===== src/rtl/video_pkg.sv =====
// Shared constants and types for the video capture block and its CRC helper.
package video_pkg;

   localparam int H_ACTIVE_DEF = 320;
   localparam int V_ACTIVE_DEF = 240;
   localparam int ADDR_W_DEF   = 17;

   // Source pixel/line counters saturate at their all-ones value.
   localparam int CNT_W = 11;

   localparam logic [15:0] CRC_POLY = 16'h1021;
   localparam logic [15:0] CRC_INIT = 16'hFFFF;

   typedef enum logic [1:0] {
      IDLE       = 2'd0,
      WAIT_FRAME = 2'd1,
      CAPTURE    = 2'd2,
      DONE       = 2'd3
   } cap_state_t;

endpackage


===== src/rtl/crc16_ccitt_8b.sv =====
// CRC-16/CCITT (MSB first, no reflection) register advanced one byte per enabled cycle.
module crc16_ccitt_8b
   import video_pkg::*;
(
   input  logic        clk,
   input  logic        reset_n,
   input  logic        init,
   input  logic        en,
   input  logic [7:0]  data,
   output logic [15:0] crc
);

   function automatic logic [15:0] crc_next(input logic [15:0] c, input logic [7:0] d);
      logic [15:0] r;
      r = c ^ {d, 8'h00};
      for (int i = 0; i < 8; i++) begin
         r = r[15] ? ({r[14:0], 1'b0} ^ CRC_POLY) : {r[14:0], 1'b0};
      end
      return r;
   endfunction

   always_ff @(posedge clk or negedge reset_n) begin
      if (!reset_n) begin
         crc <= '0;
      end else if (init) begin
         crc <= CRC_INIT;
      end else if (en) begin
         crc <= crc_next(crc, data);
      end
   end

endmodule


===== src/rtl/video_capture.sv =====
// Video capture: decodes vs/blank timing and stores one armed frame of RGB332 pixels into VRAM.
// Build macro VIDEO_CAPTURE_CRC_EN adds a CRC-16/CCITT over every written pixel on the crc port.
module video_capture
   import video_pkg::*;
#(
   parameter int H_ACTIVE = H_ACTIVE_DEF,
   parameter int V_ACTIVE = V_ACTIVE_DEF,
   parameter int ADDR_W   = ADDR_W_DEF
) (
   input  logic              clk,
   input  logic              reset_n,
   input  logic              hs,
   input  logic              vs,
   input  logic              blank,
   input  logic [7:0]        pix,
   input  logic              decimate,
   input  logic              arm,
   output logic              busy,
   output logic              frame_done,
   output logic              err,
   output logic              wr_en,
   output logic [ADDR_W-1:0] wr_addr,
   output logic [7:0]        wr_data,
   output logic [15:0]       crc
);

   localparam logic [ADDR_W-1:0] H_STEP = ADDR_W'(H_ACTIVE);

   function automatic logic [CNT_W-1:0] sat_inc(input logic [CNT_W-1:0] v);
      return (&v) ? v : v + 1'b1;
   endfunction

   cap_state_t        state, state_d;
   logic              vs_p0, vs_d1, blank_p0, blank_d1, arm_p0, dec_p0;
   logic [7:0]        pix_p0;
   logic              dec_lat;
   logic [CNT_W-1:0]  sx, sy, ox, oy, lines_kept;
   logic [ADDR_W-1:0] line_base;
   logic              vs_fall, line_end, start, row_kept, row_adv;
   logic              keep, in_range, write;
   logic              unused_hs;

   // hs carries no timing that blank does not already provide for capture.
   assign unused_hs = hs;

   // Stage p0: every input passes through one register
   always_ff @(posedge clk or negedge reset_n) begin
      if (!reset_n) begin
         vs_p0    <= 1'b1;
         vs_d1    <= 1'b1;
         blank_p0 <= 1'b1;
         blank_d1 <= 1'b1;
         arm_p0   <= 1'b0;
         dec_p0   <= 1'b0;
         pix_p0   <= '0;
      end else begin
         vs_p0    <= vs;
         vs_d1    <= vs_p0;
         blank_p0 <= blank;
         blank_d1 <= blank_p0;
         arm_p0   <= arm;
         dec_p0   <= decimate;
         pix_p0   <= pix;
      end
   end

   assign vs_fall  = vs_d1 & ~vs_p0;
   assign line_end = blank_p0 & ~blank_d1;
   assign start    = (state == WAIT_FRAME) & vs_fall;

   assign ox       = dec_lat ? (sx >> 1) : sx;
   assign oy       = dec_lat ? (sy >> 1) : sy;
   // A line is stored when it lands on an even source row; oy advances after odd rows.
   assign row_kept = ~dec_lat | ~sy[0];
   assign row_adv  = ~dec_lat | sy[0];

   assign keep     = (state == CAPTURE) & ~blank_p0 & (~dec_lat | (~sx[0] & ~sy[0]));
   assign in_range = (int'(ox) < H_ACTIVE) & (int'(oy) < V_ACTIVE);
   assign write    = keep & in_range;

   always_ff @(posedge clk or negedge reset_n) begin
      if (!reset_n) begin
         state <= IDLE;
      end else begin
         state <= state_d;
      end
   end

   always_comb begin
      state_d = state;
      case (state)
         IDLE:       if (arm_p0)  state_d = WAIT_FRAME;
         WAIT_FRAME: if (vs_fall) state_d = CAPTURE;
         CAPTURE:    if (vs_fall) state_d = DONE;
         DONE:                    state_d = IDLE;
         default:                 state_d = IDLE;
      endcase
   end

   assign busy       = (state != IDLE);
   assign frame_done = (state == DONE);

   always_ff @(posedge clk or negedge reset_n) begin
      if (!reset_n) begin
         dec_lat <= 1'b0;
      end else if ((state == IDLE) && arm_p0) begin
         dec_lat <= dec_p0;
      end
   end

   always_ff @(posedge clk or negedge reset_n) begin
      if (!reset_n) begin
         sx         <= '0;
         sy         <= '0;
         lines_kept <= '0;
         line_base  <= '0;
      end else if (start) begin
         sx         <= '0;
         sy         <= '0;
         lines_kept <= '0;
         line_base  <= '0;
      end else if (state == CAPTURE) begin
         if (!blank_p0) begin
            sx <= sat_inc(sx);
         end else if (line_end) begin
            sx <= '0;
            sy <= sat_inc(sy);
            if (row_kept) begin
               lines_kept <= sat_inc(lines_kept);
            end
            // Base stops moving once past the last stored line, so it never wraps into range.
            if (row_adv && (int'(oy) < V_ACTIVE)) begin
               line_base <= line_base + H_STEP;
            end
         end
      end
   end

   // Stage p1: VRAM write port
   always_ff @(posedge clk or negedge reset_n) begin
      if (!reset_n) begin
         wr_en   <= 1'b0;
         wr_addr <= '0;
         wr_data <= '0;
      end else begin
         wr_en <= write;
         if (write) begin
            wr_addr <= line_base + ADDR_W'(ox);
            wr_data <= pix_p0;
         end
      end
   end

   always_ff @(posedge clk or negedge reset_n) begin
      if (!reset_n) begin
         err <= 1'b0;
      end else if ((state == IDLE) && arm_p0) begin
         err <= 1'b0;
      end else if (keep && !in_range) begin
         err <= 1'b1;
      end else if ((state == CAPTURE) && vs_fall && (int'(lines_kept) != V_ACTIVE)) begin
         err <= 1'b1;
      end
   end

`ifdef VIDEO_CAPTURE_CRC_EN
   crc16_ccitt_8b u_crc (
      .clk     (clk),
      .reset_n (reset_n),
      .init    (start),
      .en      (wr_en),
      .data    (wr_data),
      .crc     (crc)
   );
`else
   assign crc = '0;
`endif

endmodule

===== config.mk =====
export PLATFORM = sky130hd
export DESIGN_NAME = video_capture
export DESIGN_NICKNAME = d
export VERILOG_FILES = /design/src/rtl/video_pkg.sv /design/src/rtl/crc16_ccitt_8b.sv /design/src/rtl/video_capture.sv
export SDC_FILE = /design/constraint.sdc
export NUM_CORES = 1
export LEC_CHECK = 0
export ABC_AREA = 1
export ABC_CLOCK_PERIOD_IN_PS = 2300
export BUFFER_PORTS_ARGS = -buffer_cell sky130_fd_sc_hd__buf_2
export CAP_MARGIN = 10
export CORE_AREA = 2 2 108 110
export CTS_CLUSTER_DIAMETER = 30
export DETAILED_ROUTE_END_ITERATION = 16
export DIE_AREA = 0 0 110 112
export HOLD_SLACK_MARGIN = 0.02
export SYNTH_ARGS = -nofsm -noshare
export SYNTH_HDL_FRONTEND = slang
export SYNTH_SLANG_ARGS = --single-unit

===== constraint.sdc =====
create_clock -name clk -period 2.3 [get_ports clk]
set_input_delay 0.46 -clock clk [delete_from_list [all_inputs] [get_ports clk]]
set_output_delay 0.46 -clock clk [all_outputs]
set_load 0.01 [all_outputs]

# ---- Word level (Yosys, flattened, before mapping)
# Cells that the tools add are included.
dict set report op_classes {
  muxes 30
  bitwise_logic 17
  n_eq_ne 11
  n_addsub 5
  n_reduce_logical 22
  magnitude_cmp 2
}
# operator n
set op_table {}
lappend op_table {{$mux W11} 18}
lappend op_table {{$mux W17} 5}
lappend op_table {{$add A11 B1 Y11 const B} 3}
lappend op_table {{$reduce_and A11 Y1} 3}
lappend op_table {{$add A17 B11 Y17} 1}
lappend op_table {{$add A17 B9 Y17 const B} 1}
lappend op_table {{$reduce_bool A2 Y1} 6}
lappend op_table {{$lt A11 B8 Y1 const B} 1}
lappend op_table {{$lt A11 B9 Y1 const B} 1}
lappend op_table {{$ne A11 B9 Y1 const B} 1}
lappend op_table {{$ne A2 B2 Y1 const B} 5}
lappend op_table {{$and A1 B1 Y1} 8}
lappend op_table {{$pmux W2 S4} 1}
lappend op_table {{$reduce_and A4 Y1} 2}
lappend op_table {{$mux W2} 3}
lappend op_table {{$not A1 Y1} 6}
lappend op_table {{$reduce_and A3 Y1} 2}
lappend op_table {{$logic_and A1 B1 Y1} 5}
lappend op_table {{$reduce_and A5 Y1} 1}
lappend op_table {{$eq A2 B2 Y1 const B} 2}
lappend op_table {{$mux W1} 3}
lappend op_table {{$ne A3 B1 Y1 const B} 1}
lappend op_table {{$ne A3 B3 Y1 const B} 1}
lappend op_table {{$or A1 B1 Y1} 3}
lappend op_table {{4 further kinds} 4}
dict set report totals {
  register_bits 94
  out_inout_bits 45
}

# ---- Depth between registers and ports, before layout
dict set report depth {
  depth_word 8
  mapped_depth 16
  depth_no_buf 14
}

# ---- Worst setup path before layout
# OpenSTA, ideal clock, no wires.
dict set report synth_path {
  kind {reg-to-reg}
  from {reg dec_lat}
  to {reg wr_addr[14]}
  required_ns 2.183
  synth_period_minus_slack_ns 1.998
  stages_incl_launch_ff 13
  t_arrival_ns 1.881
  slack_ns 0.302
  path_buffers 2
  path_cell_list {dfrtp_1 buf_6 buf_8 o21ai_0 ha_1 a21oi_1 inv_1 nand2_1 nand3_1 nand2_1 nand3_1 nand3_1 nand2_1}
}
dict set report synth_between {
  elab_chain_cells 4
  elab_cells_between_ends 10
}
# element line
set synth_rtl {}
lappend synth_rtl {{start: declaration} video_capture.sv:36} ;# logic dec_lat;
lappend synth_rtl {{start signal: assignment} video_capture.sv:107} ;# dec_lat <= dec_p0;
lappend synth_rtl {{$mux W11, or another cell as far along} video_capture.sv:71} ;# assign ox = dec_lat ? (sx >> 1) : sx;
lappend synth_rtl {{$lt A11 B9 Y1, or another cell as far along} video_capture.sv:78} ;# assign in_range = (int'(ox) < H_ACTIVE) & (int'(oy) < V_ACTIVE);
lappend synth_rtl {{$and A1 B1 Y1 (on tied branches)} {video_capture.sv:78, video_capture.sv:77}}
lappend synth_rtl {{$and A1 B1 Y1} video_capture.sv:79} ;# assign write = keep & in_range;
lappend synth_rtl {{end signal: assignment} video_capture.sv:148} ;# wr_addr <= line_base + ADDR_W'(ox);
lappend synth_rtl {{end: declaration} video_capture.sv:22} ;# output logic [ADDR_W-1:0] wr_addr,
# Parallel ways exist; a longest one is shown, timed or not.
# A chain may end at the register's enable or synchronous reset.

# ---- Worst setup path in the final report
# Same ends and word-level chain as after synthesis.

==> key figures <==
STA
  – Final Skew: 0.005861 ns
  – Final Critical Period: 2.085 ns
  – Hold WS: 0.04655 ns
  – Unrepaired setup endpoints after global routing: false
  – F_max: 479.7 MHz
  – Setup violations, final: 0
  – Final Slew Violations: 0
  – Crit share post-route: 90.64%
  – Setup TNS: 0 ns
  – Hold Fails Final Rpt: 0

Clock tree
  – Clk slew on worst S/H paths: 0.07 ns
  – Worst skew pair latency: 0.34 ns
  – # hold bufs at CTS: 0
  – Clk sinks: 88
  – Clock Tree Buf Depth: 2
  – Num CTS Buffers: 9
  – CTS tree: built
  – Htree depth: 3
  – Root buf cell: clkbuf_16

GRT
  – Initial antenna violation count: 0
  – Global-route wire length before repair: 17530 um
  – GRT Total Usage: 17.84%
  – Largest net degree at the start of global routing: 41
  – Number of global-route vias before repair: 3812
  – GRT Residual Overflow: 0

Logic synthesis
  – Avg Synthesized Cell Area: 7.810 um2
  – Syn. warnings: 0
  – Post-synthesis sequential area ratio: 45.00%
  – Mapped Cells: 628
  – Post-synthesis cell area: 4905 um2
  – Distinct cells, synth: 40
  – #FFs+latches synth: 88

Power and ir drop
  – Logic pwr share: 30.0%
  – Pwr/cell area: 958.9 nW/um2
  – Max IR drop VDD: 454.6 uV
  – P_leak: 2.880 nW
  – Sw power: 1.923 mW
  – Sequential Power Share: 40.1%
  – Sw frac: 36.00%
  – P_int: 3.418 mW
  – Pwr Total: 5.341 mW
  – Clock share of power: 29.8%

Run
  – Max-cap viol count: 0

Run status
  – Status: complete, no violations

Critical path
  – Crit path launch type: flop
  – Worst EP required: 2.53 ns
  – CP max FO: 15
  – Critical path arrival: 2.31 ns
  – Worst R2R Setup Slack: 0.22 ns
  – Worst Setup Path Type: reg -> reg
  – Reg-to-reg critical path endpoint: wr_addr[14]
  – Worst R2R Path Depth: 12
  – Crit end category: flop
  – Worst r2r src: dec_lat

Finish
  – FF+latch area: 2208 um2
  – Filler cells: 1117
  – Fin nets: 710
  – Post-route insts no fill: 827
  – Fraction of layout cells with a size suffix above 1: 14.62%
  – Multi-input logic area: 2260 um2
  – Antenna diode count: 0
  – Area growth, synth to finish: 13.57%

Floorplanning
  – # IOs: 60
  – Height of the die: 112 um
  – Row cnt: 39
  – Initial Util: 43.89%
  – Die Width: 110 um
  – CORE AREA: 11170 um2
  – Full die area: 12320 um2

Place
  – # placed instances: 811
  – GPL Wtd Cong: 0.8117
  – Port-buffer cells: 42
  – Hpwl dp: 7479 um

Detailed routing
  – Post-route ant nets: 0
  – Via Count: 4090
  – WL/cell: 12.37 um
  – Drt pass-1 iters: 5
  – Initial DRC count: 158
  – Via/cell ratio: 4.946
  – DRC viols: 0
  – Post-Route WL: 10230 um

Hold path
  – Hold crit path type: in -> async
[stage by stage]
| stage | utilization [%] | worst slack [ns] | cell area (um2) |
|---|---|---|---|
| after floorplan | - | 0.3020 | 4965 |
| after global placement | 46.86 | 0.1408 | 5236 |
| after detailed placement | 46.86 | 0.1367 | 5236 |
| after CTS | 49.77 | 0.1001 | 5562 |
| after global routing | 49.85 | 0.03723 | 5570 |
| final | 49.85 | 0.2152 | 5570 |
[synthesized netlist by cell type (all sizes together)]
master	number	share of area (%)
dfstp	4	2.1
nand3b	2	0.31
nor3b	2	0.31
a21o	1	0.15
nor3	8	0.92
buf	25	4.1
nor4	1	0.13
nor2	44	4.1
and2	1	0.13
o211ai	2	0.31
or2	4	0.51
o21bai	1	0.15
dfrtp	84	43
conb	1	0.076
clkbuf	4	0.33
a21oi	10	1.0
inv	74	5.7
nand3	52	5.3
o21ai	71	7.4
o21a	1	0.15
xnor2	2	0.36
a211oi	1	0.26
nand2	184	14
clkinv	1	0.18
ha	16	4.1
nand4	20	2.6
xor2	12	2.1
[placed cells by master (no fill, tap or decap), types with 2 or more instances in the layout]
master,instances
inv_1,71
bufinv_16,2
nand4_1,20
nor3b_1,2
nand3b_1,2
conb_1,17
inv_2,3
a21oi_1,9
nor2_1,36
o21ai_2,2
inv_6,4
nor2_4,3
nand2_2,4
nor3_1,7
nand2_1,179
dfstp_2,4
dfrtp_1,83
or2_2,4
xor2_1,12
xnor2_1,2
clkbuf_16,9
o21ai_0,61
ha_1,16
o21ai_1,8
buf_4,10
nand3_1,52
o211ai_1,2
buf_2,41
nor2_2,5
[registers in the layout, indices dropped and copies added (netlist names), 2 cells and up]
register    cells
state           2
line_base      11
pix_p0          8
lines_kept     11
sx             11
wr_data         8
sy             11
wr_addr        17
[timing repair]
item | 4_1_cts | 5_1_grt
setup endpoints to repair | 0 | 11
setup buffers | 0 | 0
resized for setup | 0 | 3
[power by group through the flow]
stage	Sequential (mW)	Combinational, mW	Clock, mW
after floorplan	2.18	1.13	0
after global placement	2.16	1.58	0
after detailed placement	2.17	1.61	0
after CTS	2.14	1.63	1.65
after global routing	2.20	1.87	1.71
final	2.14	1.60	1.59
[final cells by class]
cell class / instances / area share (%)
clock buffer: 9 / 4.043
clock inverter: 7 / 1.797
inverter: 75 / 5.144
multi-input combinational: 452 / 40.57
sequential: 88 / 39.65
tap: 143 / 3.212
timing repair buffer: 53 / 5.593
[cell families after synthesis]
| kind of cell | Yosys count | synth area share (%) |
|---|---|---|
| and+or+nand+nor | 318 | 28.67 |
| buffers and inverters | 104 | 10.23 |
| DFF | 88 | 45.00 |
| AOI/OAI and AO/OA | 87 | 9.439 |
| adders and majority gates | 16 | 4.082 |
| xor gates and xnor gates | 14 | 2.500 |
| other | 1 | 0.07646 |
[how the worst max path moves through the flow]
stage | depth (start not counted) | slack [ns] | start | end
CTS | 12 | 0.10 | dec_lat | wr_addr[13]
global route | 12 | 0.04 | dec_lat | wr_addr[14]
finish | 12 | 0.22 | dec_lat | wr_addr[14]
global placement | 12 | 0.14 | dec_lat | wr_addr[11]
floorplan | 12 | 0.30 | dec_lat | wr_addr[14]
detailed placement | 12 | 0.14 | dec_lat | wr_addr[13]
[critical path, cell delays in order (launching register included)]
cell	delay (ns)
dfrtp_2	0.50
nand2_1	0.09
o21ai_0	0.14
ha_1	0.39
nand2_1	0.12
nor2_1	0.19
nand2_1	0.13
nand3_1	0.11
nand2_1	0.09
nand2_1	0.07
nand2_1	0.04
nand3_1	0.06
nand2_1	0.05
[routing by layer]
layer | track usage [%] | part of all wire, %
met1 | 24.72 | 49
met5 | 0 | 0
met4 | 7.932 | 1.1
met2 | 27.61 | 46
met3 | 2.459 | 3.5
(Power assumes the default switching activity.)
